===== src/rtl/dmem_arb_pkg.sv =====
// Shared encodings and defaults for the data-RAM arbiter between the CPU and
// loader/DMA masters.
package dmem_arb_pkg;

    typedef enum logic {
        ST_IDLE  = 1'b0,
        ST_LOCK1 = 1'b1
    } state_t;

    localparam logic [1:0] OWN_NONE = 2'b00;
    localparam logic [1:0] OWN_M0   = 2'b01;
    localparam logic [1:0] OWN_M1   = 2'b10;

    localparam int MAX_WAIT_DEF = 8;

endpackage


===== src/rtl/dmem_arb_starve.sv =====
// Master 1 starvation guard: counts consecutive denied cycles and raises
// force_m1 once the count reaches MAX_WAIT.
module dmem_arb_starve
    import dmem_arb_pkg::*;
#(
    parameter int MAX_WAIT = MAX_WAIT_DEF
) (
    input  logic clk,
    input  logic rst,
    input  logic m1_req,
    input  logic m1_gnt,
    output logic force_m1
);

    localparam logic [7:0] MAX_W8 = 8'(MAX_WAIT);

    logic [7:0] wait_cnt;

    always_ff @(posedge clk or posedge rst) begin
        if (rst) begin
            wait_cnt <= 8'd0;
        end else if (!m1_req || m1_gnt) begin
            wait_cnt <= 8'd0;
        end else if (wait_cnt != MAX_W8) begin
            wait_cnt <= wait_cnt + 8'd1;
        end
    end

    assign force_m1 = m1_req && (wait_cnt == MAX_W8);

endmodule


===== src/rtl/dmem_arbiter.sv =====
// Single-port data RAM arbiter: CPU (m0) vs loader/DMA (m1) with m1 lock and
// starvation guard. Define DMEM_ARB_RR_EN for a round-robin IDLE tie-break.
//
// state    | meaning
// ---------+------------------------------------------
// ST_IDLE  | no owner; per-cycle priority arbitration
// ST_LOCK1 | m1 owns the RAM while m1_lock is held
module dmem_arbiter
    import dmem_arb_pkg::*;
#(
    parameter int AW       = 10,
    parameter int MAX_WAIT = MAX_WAIT_DEF
) (
    input  logic          clk,
    input  logic          rst,
    input  logic          m0_req,
    input  logic [3:0]    m0_we,
    input  logic [AW-1:0] m0_addr,
    input  logic [31:0]   m0_wdata,
    output logic          m0_gnt,
    output logic          m0_rvalid,
    output logic [31:0]   m0_rdata,
    input  logic          m1_req,
    input  logic [3:0]    m1_we,
    input  logic [AW-1:0] m1_addr,
    input  logic [31:0]   m1_wdata,
    output logic          m1_gnt,
    output logic          m1_rvalid,
    output logic [31:0]   m1_rdata,
    input  logic          m1_lock,
    output logic          mem_ena,
    output logic [3:0]    mem_wea,
    output logic [AW-1:0] mem_addr,
    output logic [31:0]   mem_dina,
    input  logic [31:0]   mem_douta
);

    state_t      state, state_nxt;
    logic        force_m1;
    logic        gnt0, gnt1;
    logic        pick_m0;
    logic [1:0]  rd_owner;
    logic [31:0] m0_rdata_q, m1_rdata_q;

    dmem_arb_starve #(.MAX_WAIT(MAX_WAIT)) u_starve (
        .clk      (clk),
        .rst      (rst),
        .m1_req   (m1_req),
        .m1_gnt   (gnt1),
        .force_m1 (force_m1)
    );

`ifdef DMEM_ARB_RR_EN
    // last_winner=1 means m1 won most recently, so m0 takes the next tie.
    logic last_winner;

    always_ff @(posedge clk or posedge rst) begin
        if (rst) begin
            last_winner <= 1'b1;
        end else if (gnt0) begin
            last_winner <= 1'b0;
        end else if (gnt1) begin
            last_winner <= 1'b1;
        end
    end

    assign pick_m0 = last_winner;
`else
    assign pick_m0 = 1'b1;
`endif

    always_ff @(posedge clk or posedge rst) begin
        if (rst) begin
            state <= ST_IDLE;
        end else begin
            state <= state_nxt;
        end
    end

    always_comb begin
        state_nxt = state;
        case (state)
            ST_IDLE:  if (gnt1 && m1_lock) state_nxt = ST_LOCK1;
            ST_LOCK1: if (!m1_lock)        state_nxt = ST_IDLE;
        endcase
    end

    always_comb begin
        gnt0 = 1'b0;
        gnt1 = 1'b0;
        if (!rst) begin
            case (state)
                ST_IDLE: begin
                    if (force_m1) begin
                        gnt1 = 1'b1;
                    end else if (m0_req && m1_req) begin
                        gnt0 = pick_m0;
                        gnt1 = !pick_m0;
                    end else begin
                        gnt0 = m0_req;
                        gnt1 = m1_req;
                    end
                end
                ST_LOCK1: gnt1 = m1_req;
            endcase
        end
    end

    assign m0_gnt   = gnt0;
    assign m1_gnt   = gnt1;
    assign mem_ena  = gnt0 | gnt1;
    assign mem_wea  = gnt1 ? m1_we : (gnt0 ? m0_we : 4'b0000);
    assign mem_addr = gnt1 ? m1_addr : m0_addr;
    assign mem_dina = gnt1 ? m1_wdata : m0_wdata;

    always_ff @(posedge clk or posedge rst) begin
        if (rst) begin
            rd_owner <= OWN_NONE;
        end else if (gnt0 && (m0_we == 4'b0000)) begin
            rd_owner <= OWN_M0;
        end else if (gnt1 && (m1_we == 4'b0000)) begin
            rd_owner <= OWN_M1;
        end else begin
            rd_owner <= OWN_NONE;
        end
    end

    // Capture returned data so each master's rdata holds between its reads.
    always_ff @(posedge clk or posedge rst) begin
        if (rst) begin
            m0_rdata_q <= 32'd0;
            m1_rdata_q <= 32'd0;
        end else begin
            if (rd_owner[0]) m0_rdata_q <= mem_douta;
            if (rd_owner[1]) m1_rdata_q <= mem_douta;
        end
    end

    assign m0_rvalid = rd_owner[0];
    assign m1_rvalid = rd_owner[1];
    assign m0_rdata  = rd_owner[0] ? mem_douta : m0_rdata_q;
    assign m1_rdata  = rd_owner[1] ? mem_douta : m1_rdata_q;

endmodule


===== config.mk =====
export PLATFORM = sky130hd
export DESIGN_NAME = dmem_arbiter
export DESIGN_NICKNAME = d
export VERILOG_FILES = /design/src/rtl/dmem_arb_pkg.sv /design/src/rtl/dmem_arb_starve.sv /design/src/rtl/dmem_arbiter.sv
export SDC_FILE = /design/constraint.sdc
export NUM_CORES = 1
export LEC_CHECK = 0
export CAP_MARGIN = 10
export CORE_MARGIN = 3
export CORE_UTILIZATION = 30
export CTS_CLUSTER_SIZE = 25
export DETAILED_ROUTE_END_ITERATION = 7
export DONT_BUFFER_PORTS = 1
export HOLD_SLACK_MARGIN = 0.06
export PLACE_DENSITY_LB_ADDON = 0.12
export SETUP_SLACK_MARGIN = 0.05
export SYNTH_ARGS = -nofsm -noshare
export SYNTH_HDL_FRONTEND = slang
export SYNTH_SLANG_ARGS = --single-unit
export TNS_END_PERCENT = 30

===== constraint.sdc =====
create_clock -name clk -period 9.02 [get_ports clk]
set_clock_uncertainty 0.1 [all_clocks]
set_input_delay 1.804 -clock clk [delete_from_list [all_inputs] [get_ports clk]]
set_output_delay 1.804 -clock clk [all_outputs]
set_load 0.02 [all_outputs]

**Word-level counts from Yosys, hierarchy flattened**

Cells that the tools add are included.

- Reductions and logical operators: 10
- Multiplexer cells: 21
- Bitwise gates (word level): 2
- Equality and inequality tests: 2
- Add/subtract/negate cells: 1

Operator list:

| operator | number |
|---|---|
| $mux 32 | 3 |
| $mux 8 | 2 |
| $mux 10 | 1 |
| $mux 1 | 9 |
| $add 8x1->8 const B | 1 |
| $eq 8x4->1 const B | 1 |
| $logic_not 4->1 | 2 |
| $mux 4 | 2 |
| $ne 8x4->1 const B | 1 |
| $logic_and 1x1->1 | 5 |
| $mux 2 | 2 |
| $pmux 1 s2 | 2 |
| $reduce_bool 2->1 | 1 |
| $logic_not 1->1 | 1 |
| $logic_or 1x1->1 | 1 |
| $not 1->1 | 1 |
| $or 1x1->1 | 1 |

- Word-level logic and storage cells: 41
- Register bits after elaboration: 75

**Logic depth before layout (Yosys ltp)**

- Depth in word-level cells: 8
- Depth in mapped cells: 6
- Mapped depth without buffers: 5

**By module**

Synthesis repeated with hierarchy kept, for this count alone.

- Cell total of the unflattened synthesis: 250
- Area, all modules: 3,547.2 um^2

Modules (own cells, without submodules):

| module | cells each | sequential area each (um^2) | area each (um^2) | times used |
|---|---|---|---|---|
| dmem_arbiter | 201 | 1,676.6 | 3,090.5 | 1 |
| dmem_arb_starve | 49 | 200.2 | 456.7 | 1 |

**Least setup slack after synthesis**

OpenSTA, ideal clock, no wires.

- Kind: input -> output
- Start: input rst
- End: output mem_wea[0]
- Setup slack: 1,946 ps
- Stages: 6
- Arrival: 5,170 ps
- Data required time: 7,116 ps
- Cell sequence: buf_2 buf_2 inv_1 clkbuf_1 nand2_1 o2bb2ai_1

- Word-level cells in the longest chain between the ends: 3
- Elaborated cells on any way between the ends: 4

Ends and longest elaborated chain:

| item | RTL line | RTL |
|---|---|---|
| start: declaration | dmem_arbiter.sv:15 | `input logic rst,` |
| $mux 1 | dmem_arbiter.sv:91 | `if (!rst) begin` |
| $mux 4 | dmem_arbiter.sv:112 | `assign mem_wea = gnt1 ? m1_we : (gnt0 ? m0_we : 4'b0000);` |
| $mux 4 (*) | dmem_arbiter.sv:112 |  |
| end: declaration | dmem_arbiter.sv:32 | `output logic [3:0] mem_wea,` |

Every way passes the cells marked *; elsewhere a longest branch is shown, timed or not.

**Worst setup path after layout**

- Start: input m1_req
- End: output mem_wea[2]

- Word-level cells in the longest chain between the ends: 7
- Elaborated cells on any way between the ends: 12

Ends and longest elaborated chain:

| item | RTL line | RTL |
|---|---|---|
| start: declaration | dmem_arbiter.sv:23 | `input logic m1_req,` |
| $logic_and 1x1->1 | dmem_arbiter.sv:96 | `end else if (m0_req && m1_req) begin` |
| $mux 1 | dmem_arbiter.sv:96 |  |
| $mux 1 | dmem_arbiter.sv:94 | `if (force_m1) begin` |
| $mux 1 | dmem_arbiter.sv:92 | `case (state)` |
| $mux 1 | dmem_arbiter.sv:91 |  |
| $mux 4 | dmem_arbiter.sv:112 |  |
| $mux 4 (*) | dmem_arbiter.sv:112 |  |

Marked as above.

==> flow_metrics.py <==
metrics = {
    "outcome": {
        "outcome": "complete, no violations",
    },
    "cells_and_area": {
        "seq_area_mm2": 0.001877,
        "finalNetCount": 559,
        "multiInputGateArea_mm2": 0.002520,
        "finalNonFillerCells": 617,
        "antenna_cells": 0,
        "fin_area_mm2": 0.005004,
        "area.growth.synth_to_final_pct": 7.994,
        "postLayoutCoreUtil_pct": 33.79,
        "fillers": 1470,
        "drive_gt1_share_pct": 22.17,
    },
    "clocking": {
        "clk-insertion-delay-late_ns": 0.33,
        "ctsResizeCount": 0,
        "cts_max_path_buffers": 2,
        "cts_buffers": 9,
        "postCtsHoldBufs": 0,
        "post_cts_buffers": 0,
        "cts_tree": "done",
        "clk_pin_slew_worst_paths_ns": 0.06,
        "root_buffer": "clkbuf_16",
        "cts_max_level": 3,
        "cts_sinks": 75,
    },
    "hold_path": {
        "whs_endpoint": "state",
        "hold_class": "reg2reg",
        "worstHoldPathCells": 2,
        "min_from": "state",
    },
    "pwr": {
        "leakage_nw": 1.848,
        "vdd_drop_max_v": 0.0001027,
        "p_per_area_mw_per_mm2": 203.2,
        "p_total_mw": 1.016,
    },
    "timing": {
        "rsz0062_at_grt": "false",
        "fmax_mhz": 175.8,
        "period_needed_ns": 5.689,
        "tightest_slew_ns": 1.140,
        "slew_headroom_pct": 23.92,
        "setup_violations": 0,
        "slew_viol_final": 0,
        "timing.hold.ws_ns": 0.4303,
        "post-route-period-util_pct": 63.07,
        "fin_setup_tns_ns": 0,
        "layout_setup_ws_ns": 3.331,
        "hold_violations": 0,
    },
    "synth": {
        "synth-edff-count": 0,
        "ys.flop_type": "dfrtp_1",
        "postSynth.asyncResetShare_pct": 100.0,
        "yosysSeqAreaShare_pct": 40.51,
        "yosysWarningCount": 0,
        "syn_area_per_cell_um2": 10.05,
        "synth_area_mm2": 0.004633,
        "synth_cells": 461,
        "synth_seq_cells": 75,
        "syn-num-nets": 592,
        "ys_types": 38,
    },
    "detailed_routing": {
        "routedWlPerCell_um": 23.10,
        "vias_per_cell": 6.138,
        "drc_errors": 0,
        "num_vias": 3787,
        "first_pass_iters": 4,
        "antenna_left": 0,
        "first_iter_violations": 198,
        "wirelength_um": 14250,
    },
    "worst_setup_path": {
        "cp.required_ns": 7.12,
        "worstRegToRegCells": 3,
        "critical_path.max_stage_delay_ns": 0.89,
        "start_kind": "input port",
        "path_cells": "nor4bb_4 -> a22oi_1 -> o2bb2ai_1",
        "r2r-end": "rd_owner[1]",
        "r2r_setup_slack_ns": 6.47,
        "crit_fanout": 47,
        "path_class": "in2out",
        "critPathArrivalTime_ns": 3.79,
        "worst_path_max_delay_cell": "nor4bb_4",
        "timing.rr.start": "u_starve.wait_cnt[2]",
        "cp-end-kind": "output port",
    },
    "placed_design": {
        "hpwl_um": 9525,
        "dp.cells": 601,
        "dp_slack_ns": 3.304,
        "port_buffers": 0,
        "gp_congestion": 0.7421,
        "placedInstanceArea_mm2": 0.004703,
    },
    "die": {
        "fp.dieH_um": 130.3,
        "core_region_area_mm2": 0.01481,
        "die-area_mm2": 0.01697,
        "row_count": 44,
        "start_util_pct": 31.29,
        "io_pins": 244,
        "dieWidth_um": 130.3,
    },
    "grt": {
        "grt_use_total_pct": 15.17,
        "grt_pass1_vias": 3787,
        "grt_pass1_wl_um": 20440,
        "antenna_found_initial": 0,
        "grt_max_degree": 93,
        "globalRouteOverflowTotal": 0,
    },
    "job": {
        "max_cap_violations": 0,
    },
}
## cells in the mapped netlist, types with 2 or more instances
master	instances	share of area [%]
or4_1	2	0.32
o21ai_0	46	5.0
buf_6	4	0.97
buf_2	10	1.1
xor2_1	2	0.38
o2bb2ai_1	4	0.76
a211oi_1	2	0.32
nor3_1	2	0.22
buf_1	8	0.65
mux2_2	64	16
nand3_1	46	5.0
dfrtp_1	75	41
nand2_1	9	0.73
a32oi_1	42	7.9
or3_1	3	0.41
clkbuf_1	29	2.3
inv_1	6	0.49
a221oi_1	3	0.57
o211ai_1	42	6.8
ha_1	2	0.54
nor2b_1	43	5.8
## worst max-delay path by stage
stage,end,start,cells after the start,slack [ns]
3_5_place_dp,mem_wea[1],m1_req,3,3.30
4_1_cts,mem_wea[1],m1_req,3,3.29
3_3_place_gp,mem_wea[1],m1_req,3,3.35
5_1_grt,mem_wea[1],m1_req,3,3.09
2_1_floorplan,mem_wea[0],rst,6,1.95
6_report,mem_wea[2],m1_req,3,3.33
## registers in the layout, indices dropped and copies added (netlist names)
signal / count
m0_rdata_q: 32
m1_rdata_q: 32
state: 1
u_starve.wait_cnt: 8
rd_owner: 2
## logic make-up (layout without fill, tap and decap cells)
logic type | count (synthesis) | in the layout | synth area share (%)
AOI/OAI and AO/OA | 147 | 147 | 22.79
xor gates and xnor gates | 3 | 3 | 0.5672
adders and majority gates | 2 | 2 | 0.5400
buffers and inverters | 57 | 29 | 5.536
DFF | 75 | 75 | 40.51
muxes | 64 | 64 | 15.55
and+or+nand+nor | 113 | 113 | 14.50
## layout by cell type, fill, tap and decap left out, types with 2 or more instances in the layout
cell       netlist  layout
dfrtp_1         75      75
mux2_2          64      64
o21ai_0         46      46
nand3_1         46      46
nor2b_1         43      42
a32oi_1         42      42
o211ai_1        42      42
nand2_1          9       9
clkbuf_16        0       9
buf_4            0       7
inv_1            6       5
o2bb2ai_1        4       4
clkinv_2         0       3
or3_1            3       3
a221oi_1         3       3
or4_1            2       2
nor3_1           2       2
xor2_1           2       2
a211oi_1         2       2
ha_1             2       2
inv_6            0       2
clkinv_4         0       2
## layout make-up
| cell class | count | share of cell area (%) |
|---|---|---|
| Sequential cell | 75 | 37.51 |
| Clock inverter | 7 | 1.500 |
| Inverter | 6 | 0.4751 |
| Tap cell | 184 | 4.601 |
| Clock buffer | 9 | 4.501 |
| Multi-Input combinational cell | 329 | 50.36 |
| Timing Repair Buffer | 7 | 1.050 |
## metal layers
metal / vias to the layer above / GRT usage, % / wire [um]
li1: 1700 / - / -
met1: 1852 / 17.85 / 5754
met2: 209 / 24.53 / 6577
met3: 26 / 6.263 / 1620
met4: 0 / 6.174 / 302
met5: - / 0 / 0
## power breakdown
group | switching (mW) | internal, mW | total [mW]
clock network | 0.144 | 0.216 | 0.360
logic | 0.187 | 0.0704 | 0.257
registers | 0.0131 | 0.386 | 0.400
## worst max-delay path: cells and delay by family
| kind | cells | cell delay (ns) |
|---|---|---|
| compound gates | 2 | 1.08 |
| simple gates | 1 | 0.89 |
Power figures use the tool's default switching activity.
